[src/rtl/sgpio_act_rx_pkg.sv]
// Shared definitions for the SGPIO activity receiver: default sizing,
// receiver state encodings and a small width helper.
package sgpio_act_rx_pkg;

  localparam int SGPIO_NUM_DRV     = 36;
  localparam int SGPIO_TIMEOUT_CYC = 250000;
  localparam int SGPIO_ERR_W       = 8;

  typedef enum logic [1:0] {
    SGPIO_RX_IDLE  = 2'd0,
    SGPIO_RX_SHIFT = 2'd1,
    SGPIO_RX_LOST  = 2'd2
  } rx_state_e;

  // Counter width able to hold 0..n-1, never narrower than one bit.
  function automatic int cnt_width(input int n);
    return (n < 2) ? 1 : $clog2(n);
  endfunction

endpackage

[src/rtl/sgpio_sync_edge.sv]
// Three-flop synchroniser for asynchronous link pins. All lanes share the
// same depth so they stay mutually aligned; lane 0 also gets a rising-edge
// detect taken between the second and third stage.
module sgpio_sync_edge #(
  parameter int WIDTH = 1
) (
  input  logic             clk_i,
  input  logic             rst_ni,
  input  logic [WIDTH-1:0] async_i,
  output logic [WIDTH-1:0] sync_o,
  output logic             rise_o
);

  logic [WIDTH-1:0] s1_q;
  logic [WIDTH-1:0] s2_q;
  logic [WIDTH-1:0] s3_q;

  // Two metastability stages followed by one edge-detect delay stage.
  always_ff @(posedge clk_i or negedge rst_ni) begin
    if (!rst_ni) begin
      s1_q <= '0;
      s2_q <= '0;
      s3_q <= '0;
    end else begin
      s1_q <= async_i;
      s2_q <= s1_q;
      s3_q <= s2_q;
    end
  end

  assign sync_o = s3_q;
  assign rise_o = s2_q[0] & ~s3_q[0];

endmodule

[src/rtl/sgpio_act_rx.sv]
// SGPIO activity receiver: oversamples SGPIO_CK/LD/DATA in the SYSCLK
// domain, deserialises one frame per LD period and publishes it on ACT_LED.
// Malformed frame lengths are flagged and counted; a silent link clock
// drops the receiver into LOST and blanks the LEDs.
// Optional build macro SGPIO_FRAME_MATCH_EN: a frame is only committed when
// it equals the previous well-formed frame (debounce against bit errors).
module sgpio_act_rx
  import sgpio_act_rx_pkg::*;
#(
  parameter int NUM_DRV     = SGPIO_NUM_DRV,
  parameter int TIMEOUT_CYC = SGPIO_TIMEOUT_CYC,
  parameter int ERR_W       = SGPIO_ERR_W
) (
  input  logic               SYSCLK,
  input  logic               RESET_N,
  input  logic               SGPIO_CK,
  input  logic               SGPIO_LD,
  input  logic               SGPIO_DATA,
  output logic [NUM_DRV-1:0] ACT_LED,
  output logic               FRAME_VALID,
  output logic               FRAME_ERR,
  output logic               LINK_OK,
  output logic [ERR_W-1:0]   ERR_CNT
);

  // bit_cnt must reach NUM_DRV+1, the sticky overrun marker.
  localparam int CNT_W = $clog2(NUM_DRV + 2);
  localparam int TO_W  = cnt_width(TIMEOUT_CYC);

  localparam logic [CNT_W-1:0] CNT_FULL    = CNT_W'(NUM_DRV);
  localparam logic [CNT_W-1:0] CNT_OVERRUN = CNT_W'(NUM_DRV + 1);
  localparam logic [TO_W-1:0]  TO_LAST     = TO_W'(TIMEOUT_CYC - 1);

  logic [2:0] sync_w;
  logic       ck_rise;
  logic       ld_s;
  logic       data_s;
  logic       unused_ck_s3;

  sgpio_sync_edge #(
    .WIDTH(3)
  ) u_sync (
    .clk_i  (SYSCLK),
    .rst_ni (RESET_N),
    .async_i({SGPIO_DATA, SGPIO_LD, SGPIO_CK}),
    .sync_o (sync_w),
    .rise_o (ck_rise)
  );

  assign data_s       = sync_w[2];
  assign ld_s         = sync_w[1];
  assign unused_ck_s3 = sync_w[0];

  rx_state_e          state_q,   state_d;
  logic [CNT_W-1:0]   bit_cnt_q, bit_cnt_d;
  logic [NUM_DRV-1:0] shift_q,   shift_d;
  logic [TO_W-1:0]    to_cnt_q,  to_cnt_d;
  logic [NUM_DRV-1:0] act_q,     act_d;
  logic               fv_q,      fv_d;
  logic               fe_q,      fe_d;
  logic               link_q,    link_d;
  logic [ERR_W-1:0]   err_cnt_q, err_cnt_d;
`ifdef SGPIO_FRAME_MATCH_EN
  logic [NUM_DRV-1:0] shadow_q,  shadow_d;
`endif

  // State and output registers; reset returns everything to a blank link.
  always_ff @(posedge SYSCLK or negedge RESET_N) begin
    if (!RESET_N) begin
      state_q   <= SGPIO_RX_IDLE;
      bit_cnt_q <= '0;
      shift_q   <= '0;
      to_cnt_q  <= '0;
      act_q     <= '0;
      fv_q      <= 1'b0;
      fe_q      <= 1'b0;
      link_q    <= 1'b0;
      err_cnt_q <= '0;
`ifdef SGPIO_FRAME_MATCH_EN
      shadow_q  <= '0;
`endif
    end else begin
      state_q   <= state_d;
      bit_cnt_q <= bit_cnt_d;
      shift_q   <= shift_d;
      to_cnt_q  <= to_cnt_d;
      act_q     <= act_d;
      fv_q      <= fv_d;
      fe_q      <= fe_d;
      link_q    <= link_d;
      err_cnt_q <= err_cnt_d;
`ifdef SGPIO_FRAME_MATCH_EN
      shadow_q  <= shadow_d;
`endif
    end
  end

  // Frame FSM: act on each link clock rise, otherwise run the loss timer.
  always_comb begin
    state_d   = state_q;
    bit_cnt_d = bit_cnt_q;
    shift_d   = shift_q;
    act_d     = act_q;
    fv_d      = 1'b0;
    fe_d      = 1'b0;
    link_d    = link_q;
    err_cnt_d = err_cnt_q;
`ifdef SGPIO_FRAME_MATCH_EN
    shadow_d  = shadow_q;
`endif
    to_cnt_d  = (to_cnt_q == TO_LAST) ? to_cnt_q : to_cnt_q + TO_W'(1);

    if (ck_rise) begin
      // A live clock edge always wins over an expiring timer.
      to_cnt_d = '0;
      if (ld_s) begin
        if (state_q == SGPIO_RX_SHIFT) begin
          if (bit_cnt_q == CNT_FULL) begin
`ifdef SGPIO_FRAME_MATCH_EN
            shadow_d = shift_q;
            if (shift_q == shadow_q) begin
              act_d  = shift_q;
              fv_d   = 1'b1;
              link_d = 1'b1;
            end
`else
            act_d  = shift_q;
            fv_d   = 1'b1;
            link_d = 1'b1;
`endif
          end else begin
            fe_d = 1'b1;
            if (err_cnt_q != {ERR_W{1'b1}}) begin
              err_cnt_d = err_cnt_q + ERR_W'(1);
            end
          end
        end
        // Every LD opens a new capture with bit 0 already taken.
        shift_d    = '0;
        shift_d[0] = data_s;
        bit_cnt_d  = CNT_W'(1);
        state_d    = SGPIO_RX_SHIFT;
      end else if (state_q == SGPIO_RX_SHIFT) begin
        if (bit_cnt_q < CNT_FULL) begin
          for (int i = 0; i < NUM_DRV; i++) begin
            if (bit_cnt_q == CNT_W'(i)) begin
              shift_d[i] = data_s;
            end
          end
          bit_cnt_d = bit_cnt_q + CNT_W'(1);
        end else begin
          // Too many bits: park on the overrun marker so the next LD errors.
          bit_cnt_d = CNT_OVERRUN;
        end
      end
    end else if (to_cnt_q == TO_LAST) begin
      state_d   = SGPIO_RX_LOST;
      link_d    = 1'b0;
      act_d     = '0;
      bit_cnt_d = '0;
`ifdef SGPIO_FRAME_MATCH_EN
      shadow_d  = '0;
`endif
    end
  end

  assign ACT_LED     = act_q;
  assign FRAME_VALID = fv_q;
  assign FRAME_ERR   = fe_q;
  assign LINK_OK     = link_q;
  assign ERR_CNT     = err_cnt_q;

endmodule
[config.mk]
export PLATFORM = sky130hd
export DESIGN_NAME = sgpio_act_rx
export DESIGN_NICKNAME = d
export VERILOG_FILES = /design/src/rtl/sgpio_act_rx_pkg.sv /design/src/rtl/sgpio_sync_edge.sv /design/src/rtl/sgpio_act_rx.sv
export SDC_FILE = /design/constraint.sdc
export NUM_CORES = 1
export LEC_CHECK = 0
export ABC_AREA = 1
export CORE_ASPECT_RATIO = 0.8
export CORE_UTILIZATION = 50
export CTS_BUF_LIST = sky130_fd_sc_hd__clkbuf_8
export CTS_CLUSTER_SIZE = 30
export DETAILED_ROUTE_END_ITERATION = 10
export PLACE_DENSITY_LB_ADDON = 0.15
export SETUP_SLACK_MARGIN = 0.15
export SLEW_MARGIN = 20
export SYNTH_ARGS = -nofsm -noshare
export SYNTH_HDL_FRONTEND = slang
export SYNTH_SLANG_ARGS = --single-unit
[constraint.sdc]
create_clock -name SYSCLK -period 3.35 [get_ports SYSCLK]
set_clock_uncertainty 0.2 [all_clocks]
set_input_delay 0.335 -clock SYSCLK [delete_from_list [all_inputs] [get_ports SYSCLK]]
set_output_delay 0.335 -clock SYSCLK [all_outputs]
set_load 0.02 [all_outputs]
# Word-level counts from Yosys, hierarchy flattened
# Cells that the tools add are included.
# classes
add_sub_neg	3
multipliers	0
div	0
n_lt_le_gt_ge	1
eq_ne	44
shift	0
muxes	67
bitwise	3
n_reduce_logical	80
# ops
operator	n
36-bit 2-to-1 mux	8
4-bit AND reduction	37
6-bit by 5-bit equality test with 1-bit output (second input constant)	16
2-bit nonzero test	39
1-bit 2-to-1 mux	49
6-bit by 4-bit equality test with 1-bit output (second input constant)	8
18-bit 2-to-1 mux	2
6-bit equality test (second input constant)	5
6-bit 2-to-1 mux	5
6-bit by 3-bit equality test with 1-bit output (second input constant)	4
18-bit by 1-bit adder with 18-bit output (second input constant)	1
18-bit equality test (second input constant)	1
6-bit by 2-bit equality test with 1-bit output (second input constant)	2
8-bit by 1-bit adder with 8-bit output (second input constant)	1
8-bit inequality test (second input constant)	1
6-bit by 1-bit adder with 6-bit output (second input constant)	1
6-bit by 1-bit equality test with 1-bit output (second input constant)	1
6-bit zero test	1
6-bit < comparator (second input constant)	1
2-bit 2-to-1 mux	3
2-bit by 1-bit inequality test with 1-bit output (second input constant)	3
5-bit AND reduction	1
2-bit AND reduction	2
3-bit by 1-bit inequality test with 1-bit output (second input constant)	1
4 further kinds	5
# totals
reg_bits	118
latchBits	0
ramBits	0
romBits	0
inputBits	5
out_inout_bits	47
word_cells	245
memories	0

# Logic depth before layout (Yosys ltp)
# Gate-level depths: netlist (run 1).
# depth
ltp_word	5
ltp_mapped	11
ltp_nobuf	10

# Modules after synthesis
# A second synthesis (run 1) with hierarchy kept.
# hier_totals
cells_unflattened	675
area_unflattened_um2	5659.2
# by_module_without_submodules
module	n_inst	cells_per_inst	area_per_inst_um2	seq_area_each_um2
sgpio_act_rx	1	664	5424.0	2727.6
sgpio_sync_edge	1	11	235.2	225.2

# Worst setup path before layout (run 1)
# No wires, ideal clock.
# synth_timing
path_type	reg2reg
start	register to_cnt_q[0]
end	register act_q[10] (netlist: ACT_LED[10])
setup_time_ns	0.117
arrival_time_ns	1.411
required_ns	3.033
path_slack_ns	1.623
stages_incl_launch_ff	11
path_buffers	2
period_less_slack_ns	1.727
path_cell_list	dfrtp_1 ha_1 nand2_2 nor2_4 inv_2 nor2_2 nand3_1 buf_6 buf_6 nand3_2 nand2_1
# synth_between
elab_chain_len	3
# synth_rtl
element	line_no	source
start: declaration	sgpio_act_rx.sv:57	logic [TO_W-1:0] to_cnt_q, to_cnt_d;
start signal: assignment	sgpio_act_rx.sv:86	to_cnt_q <= to_cnt_d;
18-bit equality test	sgpio_act_rx.sv:156	end else if (to_cnt_q == TO_LAST) begin
2-bit nonzero test (no source line)	--	
4-bit AND reduction (no source line)	--	
end signal: assignment	sgpio_act_rx.sv:87	act_q <= act_d;
end: declaration	sgpio_act_rx.sv:58	logic [NUM_DRV-1:0] act_q, act_d;
# No other way between the ends.
# A chain may end at the register's enable or synchronous reset.

# Final worst setup path (run 1)
# layout_timing
start	register to_cnt_q[0]
end	register act_q[8] (netlist: ACT_LED[8])
# The elaborated chain is that of the path after synthesis.

==> impl_metrics.py, run 1 <==
metrics = {
    "synth": {
        "yosysTopAreaCellShare_pct": 51.1,
        "synth.area.top_cells": "dfrtp_1 51%, nand2_1 16%, nand3_2 4.7%",
        "ys_seq_area_share_pct": 51.1,
        "syn_nets": 704,
        "synth.distinct_cells": 30,
        "synthCells": 692,
        "synth_area_per_cell_sq_um": 8.36,
        "yosysWarnings": 0,
        "syn-cell-area_sq_mm": 0.00578,
        "yosys_register_bits": 118,
        "yosys.area.top_type": "dfrtp_1",
    },
    "grt": {
        "antenna_found_initial": 0,
        "grt_max_degree": 63,
        "grt_usage_pct": 22.5,
        "first_global_vias": 4257,
        "overflow": 0,
        "grt_first_pass_wirelength_mm": 20.8,
    },
    "placed_design": {
        "post_dp_cell_area_sq_mm": 0.00631,
        "place_congestion": 0.900,
        "portBuffers": 51,
        "hpwl_mm": 8.47,
    },
    "clocking": {
        "htree_levels": 4,
        "root_buffer": "clkbuf_8",
        "cts_inserted_buffers": 17,
        "postCtsSetupRepairBufs": 0,
        "cts_resized": 0,
        "clock-sinks": 118,
        "cts_tree": "yes",
        "clk_path_buf_depth": 2,
        "clk_latency_ns": 0.44,
        "clk_pin_slew_ns": 0.07,
    },
    "worst_setup_path": {
        "crit_chain": "ha_1 -> nand2_2 -> nor2_4 -> inv_2 -> nor2_2 -> nand3_2 -> buf_4 -> nand3_1 -> nand2_1",
        "crit_path_max_incr_delay_ns": 0.44,
        "r2r_start": "to_cnt_q[0]",
        "crit_required_ns": 3.48,
        "r2r_slack_ns": 1.21,
        "critPathLaunchType": "flip-flop",
        "crit_slowest_cell": "dfrtp_1",
        "cp-end-kind": "flip-flop",
        "arrival_ns": 2.27,
        "crit_buf_inv": 2,
        "r2r_cells": 9,
        "crit_fanout": 24,
        "critPathTopFamily": "simple AND/OR/NAND/NOR gates",
        "r2r_end": "ACT_LED[8]",
        "crit_type": "reg -> reg",
    },
    "sta": {
        "setup_viol": 0,
        "final.period_utilization_pct": 63.8,
        "timing.final.hold_violations": 0,
        "worst_pin_slew_ns": 0.975,
        "slew_headroom_pct": 34.9,
        "rsz0062_at_grt": "no",
        "slew_violations": 0,
        "min_period_ns": 2.14,
        "timing.fmax_mhz": 468,
        "finalSetupTns_ns": 0,
    },
    "drt": {
        "ant_nets": 0,
        "drt_iter0_markers": 253,
        "route.detailed.drc": 0,
        "routed_wl_mm": 12.3,
        "vias": 4566,
        "wl_per_cell_um": 13.7,
        "vias_per_cell": 5.09,
        "drtPass1Iterations": 5,
    },
    "finish": {
        "multi_input_area_sq_mm": 0.00243,
        "stdcell_area_sq_mm": 0.00681,
        "drive_above_1_share_pct": 12.7,
        "syn2layout_area_growth_pct": 17.8,
        "antenna_cells": 0,
        "nets": 752,
        "seq_area_sq_mm": 0.00295,
        "fillers": 993,
    },
    "run_status": {
        "outcome": "finished, final reports clean",
    },
    "floorplan": {
        "die_y_um": 98.2,
        "dieArea_sq_mm": 0.0120,
        "coreArea_sq_mm": 0.0111,
        "fp.dieW_um": 122,
        "initial_utilization_pct": 52.3,
        "io_pins": 52,
        "rows": 34,
    },
    "worst_hold_path": {
        "hold_start": "SGPIO_DATA",
        "whs_path_depth": 1,
        "min_to": "u_sync.s1_q[2]",
        "min_path_type": "in -> reg",
    },
    "power_and_ir_drop": {
        "ir_worst_vdd_uv": 435,
        "total_power_mw": 3.60,
        "p_leak_nw": 3.24,
        "powerDensity_mw_per_mm2": 529,
    },
    "run": {
        "maxCapViolCount": 0,
    },
}
[synthesized netlist by cell type]
master / count
nand2_1: 245
dfrtp_1: 118
o21ai_0: 53
nor2_1: 51
inv_1: 40
nand3_1: 30
o21ai_1: 30
nand3_2: 27
nand2_2: 13
buf_6: 12
clkbuf_1: 9
xor2_1: 8
ha_1: 7
inv_2: 7
nand4_1: 7
a21oi_1: 6
nor3_1: 5
buf_4: 4
buf_2: 3
nor2_2: 3
nor2_4: 3
a31oi_1: 2
xnor2_1: 2
a22oi_1: 1
clkinv_2: 1
inv_6: 1
nand2_4: 1
nand3b_1: 1
nand4_2: 1
nor2_8: 1
[area by class of cell]
type | instances | share of cell area [%]
sequential | 118 | 43.4
multi-input combinational | 497 | 35.7
timing repair buffer | 57 | 8.34
clock buffer | 19 | 3.84
clock inverter | 13 | 3.33
inverter | 49 | 2.79
tap | 144 | 2.65
[worst max-delay path by stage]
stage,from,to,slack (ns),cells after the start
2_1_floorplan,to_cnt_q[0],ACT_LED[10],1.62,10
3_3_place_gp,u_sync.sync_o[0],shift_q[1],1.25,9
3_5_place_dp,to_cnt_q[0],ACT_LED[2],1.24,9
4_1_cts,u_sync.sync_o[0],shift_q[1],1.22,9
5_1_grt,bit_cnt_q[0],ACT_LED[19],1.08,8
6_report,to_cnt_q[0],ACT_LED[8],1.21,9
[layout by cell type (no fill, tap or decap)]
cell type and instances:
inv_1 41, dfrtp_1 118, clkinv_2 3, dlygate4sd3_1 1, buf_12 1, nor2_8 1
buf_4 5, nor2_1 51, nand3_1 29, o21ai_0 53, nand3_2 28, a21oi_1 6
nor3_1 5, nand2_2 13, nand4_1 7, a31oi_1 2, clkdlybuf4s50_1 50, clkinvlp_4 2
ha_1 7, nor2_4 3, xnor2_1 2, xor2_1 8, nor2_2 3, nand4_2 1
nand2_1 245, inv_2 7, clkbuf_8 19, inv_6 2, nand2_4 1, a22oi_1 1
bufinv_16 6, o21ai_1 30, nand3b_1 1, clkinv_4 1
[worst register-to-register path: stages, from the launching register on]
cell	delay [ns]
dfrtp_1	0.44
ha_1	0.22
nand2_2	0.10
nor2_4	0.16
inv_2	0.05
nor2_2	0.12
nand3_2	0.22
buf_4	0.32
nand3_1	0.13
nand2_1	0.07
[state kept, by name, indices dropped and copies added, names as in the netlist]
register / count
u_sync.s2_q: 3
shift_q: 36
u_sync.s1_q: 3
to_cnt_q: 18
u_sync.sync_o: 3
ERR_CNT: 8
state_q: 2
ACT_LED: 36
FRAME_ERR: 1
bit_cnt_q: 6
FRAME_VALID: 1
LINK_OK: 1
[logic make-up after synthesis]
logic type,share of synthesized area [%]
compound gates,8.05
xor+xnor,1.51
fa+ha+maj,1.51
buf+inv,6.99
flops,51.1
simple gates,30.9
[stage by stage]
stage          utilization, %  setup slack [ns]  std cells  hold slack [ns]
4_1_cts                  61.6              1.22        897            0.106
3_5_place_dp             57.1              1.24        864            0.135
6_report                 61.6              1.21        897            0.129
5_1_grt                  61.6              1.08        897            0.107
2_1_floorplan               -              1.62        692           -0.161
3_3_place_gp             57.1              1.25        864            0.136
[per-layer routing]
| layer | GRT usage (%) | share of wire [%] | up-vias |
|---|---|---|---|
| met5 | 0 | 0 | - |
| met4 | 8.35 | 1.4 | 0 |
| met3 | 6.19 | 4.2 | 19 |
| met2 | 32.8 | 44 | 94 |
| met1 | 32.0 | 50 | 2146 |
| li1 | - | - | 2307 |
[report_power, final]
| group | total [mW] | internal [mW] | switching, mW |
|---|---|---|---|
| Sequential | 1.64 | 1.54 | 0.0970 |
| Clock | 1.58 | 0.998 | 0.585 |
| Combinational | 0.380 | 0.147 | 0.232 |
| Total | 3.60 | 2.69 | 0.914 |
[repair_timing]
item                                    4_1_cts  5_1_grt
endpoints found under the setup margin        0        0
hold buffers                                  1        0
hold endpoints to repair                     56        0
Note: power is estimated with default switching activity, not from simulation.
==> run 2, diff against run 1 <==
- clock period: 3.35 -> 1.7 ns (I/O delays scaled with it)
==> impl_metrics.py, run 2 (same netlist as run 1, synthesis figures left out) <==
metrics = {
    "floorplan": {
        "rows": 34,
        "initial_utilization_pct": 52.3,
        "coreArea_sq_mm": 0.0111,
        "dieArea_sq_mm": 0.0120,
        "die_y_um": 98.2,
        "io_pins": 52,
        "fp.dieW_um": 122,
    },
    "run": {
        "maxCapViolCount": 0,
    },
    "sta": {
        "setup_viol": 41,
        "min_period_ns": 1.82,
        "whs_ns": -0.00106,
        "timing.final.hold_violations": 1,
        "timing.fmax_mhz": 549,
        "slew_violations": 0,
        "setup_ws_ns": -0.121,
        "slew_headroom_pct": 71.4,
        "rsz0062_at_grt": "yes",
        "worst_pin_slew_ns": 0.429,
        "final.period_utilization_pct": 107,
    },
    "finish": {
        "mostFrequentLayoutCells": "160 x nand2_1, 109 x dfrtp_1, 50 x buf_4",
        "seq_area_sq_mm": 0.00296,
        "nets": 843,
        "fillers": 658,
        "multi_input_area_sq_mm": 0.00347,
        "drive_above_1_share_pct": 45.1,
        "mostFrequentLayoutCell": "nand2_1",
        "syn2layout_area_growth_pct": 51.1,
        "antenna_cells": 0,
    },
    "clocking": {
        "root_buffer": "clkbuf_8",
        "htree_levels": 4,
        "clk_latency_ns": 0.45,
        "clk_pin_slew_ns": 0.08,
        "cts_inserted_buffers": 17,
        "clock-sinks": 118,
        "clk_path_buf_depth": 2,
        "cts_tree": "yes",
    },
    "placed_design": {
        "portBuffers": 51,
        "hpwl_mm": 8.91,
        "place_congestion": 0.922,
        "dp_worst_setup_slack_ns": -0.0985,
    },
    "drt": {
        "vias_per_cell": 5.51,
        "drtPass1Iterations": 5,
        "drt_iter0_markers": 346,
        "wl_per_cell_um": 17.9,
        "route.detailed.drc": 0,
        "vias": 5443,
        "ant_nets": 0,
        "routed_wl_mm": 17.6,
    },
    "worst_setup_path": {
        "crit_required_ns": 1.84,
        "cp-end-kind": "flip-flop",
        "r2r_start": "to_cnt_q[0]",
        "crit_fanout": 7,
        "crit_type": "reg -> reg",
        "critPathLaunchType": "flip-flop",
        "arrival_ns": 1.96,
        "critPathLaunch": "to_cnt_q[0]",
    },
    "power_and_ir_drop": {
        "p_leak_nw": 4.27,
        "ir_worst_vdd_uv": 705,
        "powerDensity_mw_per_mm2": 792,
    },
    "grt": {
        "grt_max_degree": 42,
        "grt_usage_pct": 25.6,
        "antenna_found_initial": 0,
        "overflow": 0,
        "grt_first_pass_wirelength_mm": 23.8,
        "first_global_vias": 5010,
    },
    "run_status": {
        "violations": "negative hold slack, negative setup slack",
        "outcome": "finished, violations left",
    },
    "worst_hold_path": {
        "min_path_type": "in -> async",
    },
}
## run 2: path summary, 6_finish.rpt
kind	end	slack [ns]	depth (start not counted)
max	ACT_LED[3]	-0.12	10
min	FRAME_VALID	-0.001	2
max reg2reg	ACT_LED[3]	-0.12	10
min reg2reg	u_sync.s2_q[0]	0.15	0
max in group asynchronous	ERR_CNT[3]	0.77	3
min in group SYSCLK	u_sync.s2_q[0]	0.15	0
## run 2: what timing repair did
action,CTS,global route
endpoints found under the setup margin,147,142
hold buffers,4,0
buffers inserted,11,27
gates cloned,4,6
pin swaps,46,71
endpoints found under the hold margin,121,0
gates resized for setup,186,274
## run 2: critical path, cell delays in order, from the launching register on
cell     delay (ns)
dfrtp_1        0.38
ha_2           0.20
nand2_2        0.07
nor2_4         0.09
inv_2          0.05
nor2_4         0.10
nand3_4        0.15
buf_12         0.18
buf_8          0.13
nand3_1        0.08
nand2_1        0.07
## run 2: layout make-up
class	count	area share [%]
Multi-Input combinational cell	497	39.7
Sequential cell	118	33.9
Timing Repair Buffer	142	16.8
Clock buffer	19	2.99
Inverter	49	2.36
Tap cell	144	2.06
Timing Repair inverter	6	1.12
Clock inverter	12	1.03
## run 2: metal layers
metal / wire, um / share of wire, % / GRT usage [%]
met5: 0 / 0 / 0
met4: 945 / 5.4 / 9.57
met3: 988 / 5.6 / 4.85
met2: 8800 / 50 / 40.8
met1: 6910 / 39 / 34.5
## run 2: report_power, final
part	leakage [nW]	internal [mW]	total (mW)	switching, mW
Clock	0.191	1.19	2.34	1.15
Sequential	1.57	3.05	3.28	0.223
Combinational	2.51	0.546	1.31	0.762
Total	4.27	4.79	6.93	2.13
## run 2: per-stage QoR
step	TNS, ns	util [%]	std cells	cell area (sq um)	power (mW)
detailed placement	-3.09	60.9	905	6740	4.14
floorplan	-0.389	-	692	5830	3.77
finish	-2.69	79.0	987	8740	6.93
global route	-7.28	79.0	987	8740	7.20
global placement	-0.359	60.9	905	6740	4.09
CTS	-2.15	68.9	955	7620	6.55
